--- config.mk ---
export PLATFORM = sky130hd
export DESIGN_NAME = spike_rate_decoder
export DESIGN_NICKNAME = d
export VERILOG_FILES = /design/src/rtl/snn_pkg.sv /design/src/rtl/spike_sync.sv /design/src/rtl/spike_rate_decoder.sv
export SDC_FILE = /design/constraint.sdc
export NUM_CORES = 1
export LEC_CHECK = 0
export CAP_MARGIN = 20
export CORE_MARGIN = 3
export CORE_UTILIZATION = 56
export CTS_CLUSTER_DIAMETER = 80
export CTS_CLUSTER_SIZE = 16
export DETAILED_ROUTE_END_ITERATION = 10
export GPL_TIMING_DRIVEN = 0
export HOLD_SLACK_MARGIN = 0.02
export PLACE_DENSITY = 0.89
export SKIP_LAST_GASP = 1
export SYNTH_ARGS = -nofsm -noshare
export SYNTH_HDL_FRONTEND = slang
export SYNTH_HIERARCHICAL = 1
export SYNTH_SLANG_ARGS = --single-unit
--- constraint.sdc ---
create_clock -name clk -period 2 [get_ports clk]
set_input_delay 0.4 -clock clk [delete_from_list [all_inputs] [get_ports clk]]
set_output_delay 0.4 -clock clk [all_outputs]
set_load 0.01 [all_outputs]
--- src/rtl/snn_pkg.sv ---
// Shared definitions for the spiking-network blocks: state encoding for the
// rate decoder, counter ceiling and the common spike/current word width.
package snn_pkg;

    localparam int SNN_W = 8;

    localparam logic [SNN_W-1:0] CNT_MAX = 8'hFF;

    typedef enum logic {
        IDLE = 1'b0,
        RUN  = 1'b1
    } dec_state_t;

    // Increment that sticks at CNT_MAX instead of wrapping.
    function automatic logic [SNN_W-1:0] sat_inc(input logic [SNN_W-1:0] v);
        return (v == CNT_MAX) ? v : v + SNN_W'(1);
    endfunction

endpackage

--- src/rtl/spike_sync.sv ---
// Two-flop synchronizer for an asynchronous pin followed by a registered
// rising-edge detector. A rise on the pin becomes a one-cycle evt pulse
// three clock edges later; a level held high yields a single pulse.
module spike_sync (
    input  logic clk,
    input  logic rst_n,
    input  logic pin,
    output logic evt
);

    logic sync1;
    logic sync2;
    logic sync3;

    // Metastability stages, one history stage and the registered edge pulse.
    always_ff @(posedge clk or negedge rst_n) begin
        if (!rst_n) begin
            sync1 <= 1'b0;
            sync2 <= 1'b0;
            sync3 <= 1'b0;
            evt   <= 1'b0;
        end else begin
            sync1 <= pin;
            sync2 <= sync1;
            sync3 <= sync2;
            evt   <= sync2 & ~sync3;
        end
    end

endmodule

--- src/rtl/spike_rate_decoder.sv ---
// Decodes a raw spike train into a windowed firing rate and the most recent
// inter-spike interval, both in prescaled time ticks.
//
//   state | meaning
//   ------+---------------------------------------------------------------
//   IDLE  | decoding stopped, counters held clear, outputs hold last values
//   RUN   | prescaler ticking, window and ISI counters active
//
// The window length is kept as a down-counter loaded from window_len at each
// window start; the window closes on the tick that finds it at 1.
module spike_rate_decoder
    import snn_pkg::*;
#(
    parameter int PRESCALE = 256
) (
    input  logic             clk,
    input  logic             rst_n,
    input  logic             spike_in,
    input  logic             enable,
    input  logic [SNN_W-1:0] window_len,
    output logic [SNN_W-1:0] rate,
    output logic             rate_valid,
    output logic             ovf,
    output logic [SNN_W-1:0] isi,
    output logic             isi_valid
);

    localparam int PW = $clog2(PRESCALE);
    localparam logic [PW-1:0] PRESC_TOP = PW'(PRESCALE - 1);

    dec_state_t       state;
    dec_state_t       next_state;
    logic             spike_evt;
    logic [PW-1:0]    presc;
    logic             tick;
    logic             win_end;
    logic [SNN_W-1:0] win_rem;
    logic [SNN_W-1:0] spike_cnt;
    logic             ovf_pend;
    logic [SNN_W-1:0] cnt_next;
    logic             ovf_next;
    logic [SNN_W-1:0] isi_cnt;
    logic             have_prev;

    spike_sync u_sync (
        .clk   (clk),
        .rst_n (rst_n),
        .pin   (spike_in),
        .evt   (spike_evt)
    );

    // Prescaler counts down from PRESCALE-1, so its terminal count is the wrap.
    assign tick    = (state == RUN) && (presc == '0);
    assign win_end = tick && (win_rem == SNN_W'(1));

    // State register.
    always_ff @(posedge clk or negedge rst_n) begin
        if (!rst_n) begin
            state <= IDLE;
        end else begin
            state <= next_state;
        end
    end

    // Next state: start on enable with a non-zero window, stop on disable or
    // when a window closes while window_len reads 0.
    always_comb begin
        next_state = state;
        case (state)
            IDLE: begin
                if (enable && (window_len != '0)) begin
                    next_state = RUN;
                end
            end
            RUN: begin
                if (!enable) begin
                    next_state = IDLE;
                end else if (win_end && (window_len == '0)) begin
                    next_state = IDLE;
                end
            end
            default: next_state = IDLE;
        endcase
    end

    // Spike count including this cycle's event, and whether it overflowed.
    always_comb begin
        cnt_next = spike_cnt;
        ovf_next = ovf_pend;
        if (spike_evt) begin
            cnt_next = sat_inc(spike_cnt);
            if (spike_cnt == CNT_MAX) begin
                ovf_next = 1'b1;
            end
        end
    end

    // Prescaler, window counter, ISI counter and registered outputs.
    always_ff @(posedge clk or negedge rst_n) begin
        if (!rst_n) begin
            presc      <= '0;
            win_rem    <= '0;
            spike_cnt  <= '0;
            ovf_pend   <= 1'b0;
            isi_cnt    <= '0;
            have_prev  <= 1'b0;
            rate       <= '0;
            rate_valid <= 1'b0;
            ovf        <= 1'b0;
            isi        <= '0;
            isi_valid  <= 1'b0;
        end else begin
            rate_valid <= 1'b0;
            isi_valid  <= 1'b0;
            if ((state != RUN) || !enable) begin
                // Held clear so the next RUN entry starts a fresh window;
                // a partial window being abandoned is simply dropped here.
                presc     <= PRESC_TOP;
                win_rem   <= window_len;
                spike_cnt <= '0;
                ovf_pend  <= 1'b0;
                isi_cnt   <= '0;
                have_prev <= 1'b0;
            end else begin
                presc <= tick ? PRESC_TOP : presc - PW'(1);

                if (win_end) begin
                    rate       <= cnt_next;
                    ovf        <= ovf_next;
                    rate_valid <= 1'b1;
                    spike_cnt  <= '0;
                    ovf_pend   <= 1'b0;
                    win_rem    <= window_len;
                end else begin
                    spike_cnt <= cnt_next;
                    ovf_pend  <= ovf_next;
                    if (tick) begin
                        win_rem <= win_rem - SNN_W'(1);
                    end
                end

                // A spike on a tick cycle wins: the tick is not counted.
                if (spike_evt) begin
                    if (have_prev) begin
                        isi       <= isi_cnt;
                        isi_valid <= 1'b1;
                    end
                    isi_cnt   <= '0;
                    have_prev <= 1'b1;
                end else if (tick) begin
                    isi_cnt <= sat_inc(isi_cnt);
                end
            end
        end
    end

endmodule

==> results.yml, run 1 <==
run_status:
  status: "completed"
floorplanning:
  core_um2: 4790
  die_x_um: 76.9
  boundaryPins: 31
  row_count: 25
  die_h_um: 76.9
  start_util: 0.588
  die-area_um2: 5910
grt:
  gr-total-overflow: 0
  grt_pass1_vias: 2270
  grt_max_degree: 31
  grt_use_total: 0.222
  antenna_found_initial: 0
  grt_pass1_wl_um: 10400
logic_synthesis:
  synthTopCellsByArea: "dfrtp_1 52%, mux2i_1 5.3%, mux2_2 3.2%"
  postSynth.asyncResetShare: 1.00
  syn_nets: 281
  yosys_warnings: 6
  ys_ff_latch: 58
  synth.largest_area_cell: "dfrtp_1"
  ys_types: 49
  netlist_area_um2: 2820
  netlist.area_leader.share: 0.516
  avgSynthCellArea_um2: 10.7
  seq_area_frac_synth: 0.516
  synthFlopType: "dfrtp_1"
  synth-edff-count: 0
  netlist_instances: 264
power:
  swShare: 0.242
  power.clock.fraction: 0.415
  p_switching_uw: 582
  p_int_uw: 1820
  power_uw: 2400
  ir_drop_uv: 543
  seq_power_share: 0.514
  p_leak_uw: 0.00157
  powerDensity_nw_per_um2: 694
  comb_power_share: 0.070
finish:
  num-fill-cells: 333
  area_growth_pct: 23.1
  finalInstanceArea_um2: 3470
  drive_gt1_frac: 0.140
  utilization: 0.724
  mostFrequentLayoutCell: "dfrtp_1"
  antennaDiodeCount: 0
  nNetsFinal: 327
  most-common-layout-cells: "58 x dfrtp_1, 29 x clkdlybuf4s50_1, 22 x nor2_1"
drt:
  first_pass_iters: 4
  drt-wirelength-per-cell_um: 15.6
  drc: 0
  ant_nets: 0
  routed_wl_um: 5970
  drtIter0Drc: 120
  vias_per_cell: 5.79
  route.vias.total: 2210
cts:
  cts_tree: "yes"
  clk_path_buf_depth: 2
  cts_buffers: 9
  clkTransAtPathRegs_ns: 0.06
  cts.hold.buffers_added: 0
  clk_latency_ns: 0.34
  cts_max_level: 3
  root_buffer: "clkbuf_8"
  clock-sinks: 58
timing:
  finalCritPeriodShare: 0.967
  maxSlewHeadroom: 0.548
  fin_hold_ws_ns: 0.0947
  tightest_slew_ns: 0.678
  period_needed_ns: 1.93
  finalMaxSlewViolations: 0
  final-setup-viol-count: 0
  clock-skew-final_ns: 0.00419
  fmax_mhz: 517
  hold_viol: 0
setup_path:
  cp-end-kind: "flop"
  crit_required_ns: 2.22
  path_class: "reg2reg"
  r2r_slack_ns: 0.07
  cp_max_fo: 3
  endpoint: "win_rem[2]"
  rr_worst_depth: 8
  r2r-end: "win_rem[2]"
  start_kind: "flop"
  rr_startpoint: "presc[0]"
  cp.arrival_ns: 2.16
  cp-startpoint: "presc[0]"
placement:
  routabilityCongestion: 0.923
  hpwlAfterDp_um: 3990
  placement.io_buffers: 30
  placedInstanceArea_um2: 3210
min_path:
  min_path_type: "in2async"
run:
  drv_cap: 0
[cells by family after synthesis]
| kind of cell | synth area share |
|---|---|
| flip-flops | 0.516 |
| multiplexers | 0.0853 |
| adder cells (fa/ha/maj) | 0.0222 |
| buffers and inverters | 0.0404 |
| AO/OA/AOI/OAI | 0.118 |
| AND/OR/NAND/NOR | 0.200 |
| XOR/XNOR | 0.0187 |
[registers in the layout, indices dropped and copies added, names as in the netlist]
| name | count |
|---|---|
| ovf | 1 |
| rate | 8 |
| u_sync/sync1 | 1 |
| have_prev | 1 |
| u_sync/sync3 | 1 |
| isi_cnt | 8 |
| state | 1 |
| win_rem | 8 |
| isi_valid | 1 |
| spike_cnt | 8 |
| ovf_pend | 1 |
| presc | 8 |
| u_sync/sync2 | 1 |
| rate_valid | 1 |
| u_sync/evt | 1 |
| isi | 8 |
[cells in the mapped netlist, drive strengths merged (4+ instances only)]
cell	number
and2	4
mux2i	15
dfrtp	58
nand3	12
or3	5
o21ai	9
inv	20
nor3	8
nand2b	5
a21oi	12
nand4	6
o2111ai	4
mux2	8
nand2	20
clkbuf	4
ha	5
nor2	22
[worst min path at each step]
stage / end / cells after the start / from / slack, ns
final: presc[2] / 1 / rst_n / 0.09
after detailed placement: u_sync/sync2 / 0 / u_sync/sync1 / 0.34
after CTS: presc[2] / 1 / rst_n / 0.12
after global routing: rate[4] / 1 / rst_n / 0.15
after global placement: u_sync/sync2 / 0 / u_sync/sync1 / 0.33
after floorplan: have_prev / 0 / rst_n / 0.10
[through the flow]
step	setup WS [ns]	std cells	TNS, ns
4_1_cts	0.0126	379	0
6_report	0.0654	382	0
3_3_place_gp	-1.23	361	-74.46
2_1_floorplan	0.270	264	0
3_5_place_dp	-0.427	362	-3.50
5_1_grt	-0.0165	382	-0.0344
[worst max-delay path, stage by stage (launching register included)]
cell	delay, ns
dfrtp_1	0.39
inv_1	0.10
ha_4	0.15
nor4b_4	0.29
and2_4	0.24
buf_4	0.12
buf_4	0.10
a21boi_0	0.08
o32a_1	0.34
[power by group through the flow]
| stage | Combinational [uW] | Sequential, uW | Clock (uW) |
|---|---|---|---|
| global placement | 153 | 1250 | 0 |
| CTS | 166 | 1240 | 1010 |
| detailed placement | 164 | 1260 | 0 |
| finish | 169 | 1240 | 999 |
| floorplan | 88.3 | 1250 | 0 |
| global route | 191 | 1240 | 1070 |
[timing repair]
action,4_1_cts,5_1_grt
endpoints found under the hold margin,0,0
gates resized for setup,2,5
setup endpoints to repair,19,24
setup buffers,1,4
[cell type report]
cell class                      instances  area (um^2)  area share
Timing Repair Buffer                   36          353       0.102
Inverter                               20         75.1      0.0217
Clock buffer                           14          173      0.0498
Sequential cell                        58         1450       0.419
Clock inverter                          2         10.0     0.00289
Tap cell                               67         83.8      0.0242
Buffer                                  6         38.8      0.0112
Multi-Input combinational cell        179         1280       0.370
[metal layers]
metal  GRT usage  up-vias  wire length, um
met3      0.0364       13              278
li1            -     1045                -
met5           0        -                0
met4       0.120        0              129
met2       0.367       79             3050
met1       0.279     1073             2510
Power figures use the tool's default switching activity.
==> run 2: changes to the inputs <==
- SLEW_MARGIN: unset -> 20
==> run 2 against run 1 <==
Against the previous run: sequential cell count did not move; via count rose by 1.5%; clock-buffer cell count decreased by 4; highest routed layer unchanged; fmax is 2.0% lower.
==> results.yml, run 2 (synthesized netlist as in run 1, its figures left out) <==
floorplanning:
  start_util: 0.588
  boundaryPins: 31
  row_count: 25
  die_x_um: 76.9
  die-area_um2: 5910
  core_um2: 4790
  die_h_um: 76.9
setup_path:
  crit_slowest_cell: "or4_4"
  r2r-end: "isi_cnt[7]"
  crit_required_ns: 2.26
  rr_startpoint: "presc[0]"
  path_class: "reg2reg"
  cp-end-kind: "flop"
  path_cells: "inv_1 > ha_4 > nor4b_4 > buf_6 > o2111ai_4 > or4_4 > a21oi_2"
  rr_worst_depth: 7
  r2r_slack_ns: 0.03
  cp_max_fo: 5
  critPathMaxStageDelay_ns: 0.52
  start_kind: "flop"
  cp.arrival_ns: 2.23
power:
  powerDensity_nw_per_um2: 672
  power_uw: 2310
  p_leak_uw: 0.00157
  ir_drop_uv: 394
drt:
  routed_wl_um: 6090
  drc: 0
  first_pass_iters: 5
  route.vias.total: 2243
  drt-wirelength-per-cell_um: 15.9
  drtIter0Drc: 155
  ant_nets: 0
  vias_per_cell: 5.87
placement:
  placement.io_buffers: 30
  routabilityCongestion: 0.923
  placedInstanceArea_um2: 3200
  place_inst: 361
  hpwlAfterDp_um: 3810
  place_ws_ns: -0.437
timing:
  finalMaxSlewViolations: 0
  maxSlewHeadroom: 0.529
  fmax_mhz: 507
  final-setup-viol-count: 0
  fin_ws_ns: 0.0262
  period_needed_ns: 1.97
  tightest_slew_ns: 0.707
  clock-skew-final_ns: 0.00548
  hold_viol: 0
  finalCritPeriodShare: 0.987
cts:
  clk_path_buf_depth: 2
  root_buffer: "clkbuf_8"
  clock-sinks: 58
  cts_max_level: 3
  clk_latency_ns: 0.34
  cts.hold.buffers_added: 0
  cts_tree: "yes"
  cts_buffers: 9
  clkTransAtPathRegs_ns: 0.06
grt:
  grt_max_degree: 59
  grt_use_total: 0.216
  gr-total-overflow: 0
  grt_pass1_wl_um: 10000
  grt_pass1_vias: 2188
  antenna_found_initial: 0
finish:
  most-common-layout-cells: "58 x dfrtp_1, 29 x clkdlybuf4s50_1, 22 x nor2_1"
  fin_cells: 382
  utilization: 0.719
  mostFrequentLayoutCell: "dfrtp_1"
  finalInstanceArea_um2: 3440
  nNetsFinal: 329
  area_growth_pct: 22.3
  drive_gt1_frac: 0.152
  antennaDiodeCount: 0
run:
  drv_cap: 0
min_path:
  min_path_type: "in2async"
run_status:
  status: "completed"
run 2: cell types whose count changed in the layout (fill, tap and decap cells not counted), sizes merged:
cell	delta
clkinv	+2
clkbuf	-4
buf	+2
run 2: how the worst max path moves through the flow:
stage / start / endpoint / slack [ns]
floorplan: presc[0] / win_rem[3] / 0.27
finish: presc[0] / isi_cnt[7] / 0.03
global route: presc[0] / isi_cnt[7] / -0.04
global placement: rst_n / isi_cnt[3] / -1.23
detailed placement: enable / isi[1] / -0.44
CTS: presc[0] / win_rem[3] / 0.0004
run 2: area by class of cell:
class,count,area [um^2]
tap,67,83.8
clock buffer,10,138
timing repair buffer,38,355
sequential,58,1450
inverter,20,75.1
fill,329,1340
multi-input combinational,179,1280
buffer,6,35.0
clock inverter,4,20.0
run 2: per-layer routing:
layer / global-route usage / vias to the layer above / wire, um
met2: 0.356 / 99 / 3060
met3: 0.0364 / 19 / 353
li1: - / 1045 / -
met4: 0.127 / 0 / 188
met1: 0.266 / 1080 / 2480
met5: 0 / - / 0
run 2: stage by stage:
| step | setup TNS (ns) | hold WS [ns] |
|---|---|---|
| 6_report | 0 | 0.0996 |
| 5_1_grt | -0.0726 | 0.163 |
| 4_1_cts | 0 | 0.139 |
| 3_5_place_dp | -3.58 | 0.336 |
| 3_3_place_gp | -74.46 | 0.334 |
| 2_1_floorplan | 0 | 0.104 |
run 2: critical path, delay by kind of cell, from the launching register on:
family	cells	cell delay [ns]
compound gates	2	0.23
flops	1	0.39
fa+ha+maj	1	0.15
buf+inv	2	0.28
simple gates	2	0.84
run 2: where the power goes:
| group | switching (uW) | total [uW] | internal [uW] |
|---|---|---|---|
| Combinational | 98.0 | 168 | 69.5 |
| Clock | 447 | 907 | 460 |
| Sequential | 35.6 | 1240 | 1200 |
| Total | 581 | 2310 | 1730 |
run 2: timing repair:
item,4_1_cts,5_1_grt
pin swaps,0,3
buffers inserted,0,7
resized for setup,2,6
endpoints found under the setup margin,18,24
cloned,0,1
==> run 3: changes to the inputs <==
- PLACE_DENSITY: 0.89 -> 0.88
==> run 3 against run 2 <==
Against the previous run: sequential cell count did not move; final area increased by 0.55%; sequential share of layout area fell by 0.23 points; first-iteration DRC count grew 1.9%; clock power rose by 5.7%; largest cell class unchanged.
==> results.yml, run 3 (synthesized netlist as in run 1, its figures left out) <==
timing:
  finalCritPeriodShare: 0.971
  fin_ws_ns: 0.0586
  finalSetupTns_ns: 0
  tightest_slew_ns: 0.708
  fmax_mhz: 515
  hold_viol: 0
  clock-skew-final_ns: 0.00570
  maxSlewHeadroom: 0.528
  finalMaxSlewViolations: 0
  final-setup-viol-count: 0
  period_needed_ns: 1.94
finish:
  drive_gt1_frac: 0.146
  utilization: 0.723
  finalInstanceArea_um2: 3460
  antennaDiodeCount: 0
  most-common-layout-cells: "58 x dfrtp_1, 29 x clkdlybuf4s50_1, 22 x nor2_1"
  area_growth_pct: 23.0
  mostFrequentLayoutCell: "dfrtp_1"
  nNetsFinal: 329
floorplanning:
  boundaryPins: 31
  die_h_um: 76.9
  start_util: 0.588
  die-area_um2: 5910
  row_count: 25
  core_um2: 4790
  die_x_um: 76.9
setup_path:
  path_cells: "inv_1 > ha_2 > nor4b_4 > buf_6 > o2111ai_4 > or4_4 > a21oi_2"
  crit_slowest_cell: "or4_4"
  cp-startpoint: "presc[1]"
  rr_startpoint: "presc[1]"
  r2r-end: "isi_cnt[7]"
  critPathMaxStageDelay_ns: 0.46
  cp_max_fo: 7
  r2r_slack_ns: 0.06
  path_class: "reg2reg"
  cp.arrival_ns: 2.21
  cp-end-kind: "flop"
  crit_required_ns: 2.27
  crit_buf_inv: 2
  rr_worst_depth: 7
  path_delay_family: "simple AND/OR/NAND/NOR gates"
  start_kind: "flop"
grt:
  grt_pass1_wl_um: 9920
  grt_use_total: 0.211
  gr-total-overflow: 0
  antenna_found_initial: 0
  grt_pass1_vias: 2225
  grt_max_degree: 59
drt:
  drtIter0Drc: 158
  routed_wl_um: 5950
  vias_per_cell: 5.77
  route.vias.total: 2208
  drc: 0
  drt-wirelength-per-cell_um: 15.5
  ant_nets: 0
  first_pass_iters: 4
cts:
  clk_latency_ns: 0.34
  clock-sinks: 58
  root_buffer: "clkbuf_8"
  cts_tree: "yes"
  clkTransAtPathRegs_ns: 0.06
  cts_buffers: 9
  clk_path_buf_depth: 2
  cts_max_level: 3
placement:
  routabilityCongestion: 0.936
  placedInstanceArea_um2: 3200
  hpwlAfterDp_um: 3790
  place_ws_ns: -0.406
  placement.io_buffers: 30
run:
  drv_cap: 0
run_status:
  status: "completed"
power:
  p_leak_uw: 0.00157
  powerDensity_nw_per_um2: 684
  ir_drop_uv: 428
min_path:
  min_path_type: "in2async"
-- run 3: cell count changes in the layout (fill, tap and decap cells not counted) --
cell	delta
clkbuf_8	+1
ha_2	+1
clkinv_2	-3
ha_4	-1
clkinvlp_4	+1
buf_2	-1
inv_2	-1
inv_1	+1
clkbuf_1	+2
buf_12	+1
-- run 3: layer usage --
layer / routed length (um) / GRT usage
met2: 2890 / 0.329
met5: 0 / 0
met1: 2590 / 0.268
met3: 294 / 0.0599
met4: 182 / 0.109
-- run 3: how the worst max path moves through the flow --
| stage | to | slack [ns] | depth (start not counted) |
|---|---|---|---|
| 6_report | isi_cnt[7] | 0.06 | 7 |
| 5_1_grt | isi_cnt[7] | -0.006 | 7 |
| 4_1_cts | isi_cnt[7] | 0.004 | 7 |
| 3_5_place_dp | isi[5] | -0.41 | 5 |
| 3_3_place_gp | isi[3] | -1.24 | 1 |
| 2_1_floorplan | win_rem[3] | 0.27 | 7 |
-- run 3: worst reg2reg max path, delay by kind of cell, from the launching register on --
kind / cells / cell delay (ns)
and+or+nand+nor: 2 / 0.78
DFF: 1 / 0.39
AOI/OAI and AO/OA: 2 / 0.28
buffers and inverters: 2 / 0.27
adders and majority gates: 1 / 0.17
-- run 3: cell type report --
class / count / area (um^2)
well taps: 67 / 83.8
inverters: 20 / 75.1
fillers: 317 / 1320
clock inverters: 2 / 12.5
clock buffers: 13 / 159
flip-flops and latches: 58 / 1450
repair buffers: 38 / 370
plain buffers: 6 / 35.0
multi-input cells: 179 / 1270
-- run 3: power by group --
part,internal (uW),total [uW],switching (uW)
registers,1200,1240,34.5
logic,73.3,170,96.5
clock network,509,959,451
-- run 3: timing repair --
item / 4_1_cts / 5_1_grt
resized for setup: 2 / 4
pin swaps: 0 / 3
hold buffers: 0 / 0
endpoints found under the setup margin: 19 / 25
buffers inserted: 1 / 7
-- run 3: through the flow --
stage | power, uW | hold WS [ns] | std cells
2_1_floorplan | 1340 | 0.104 | 264
3_5_place_dp | 1410 | 0.336 | 361
6_report | 2370 | 0.113 | 383
4_1_cts | 2370 | 0.135 | 377
5_1_grt | 2470 | 0.161 | 383
3_3_place_gp | 1410 | 0.349 | 361
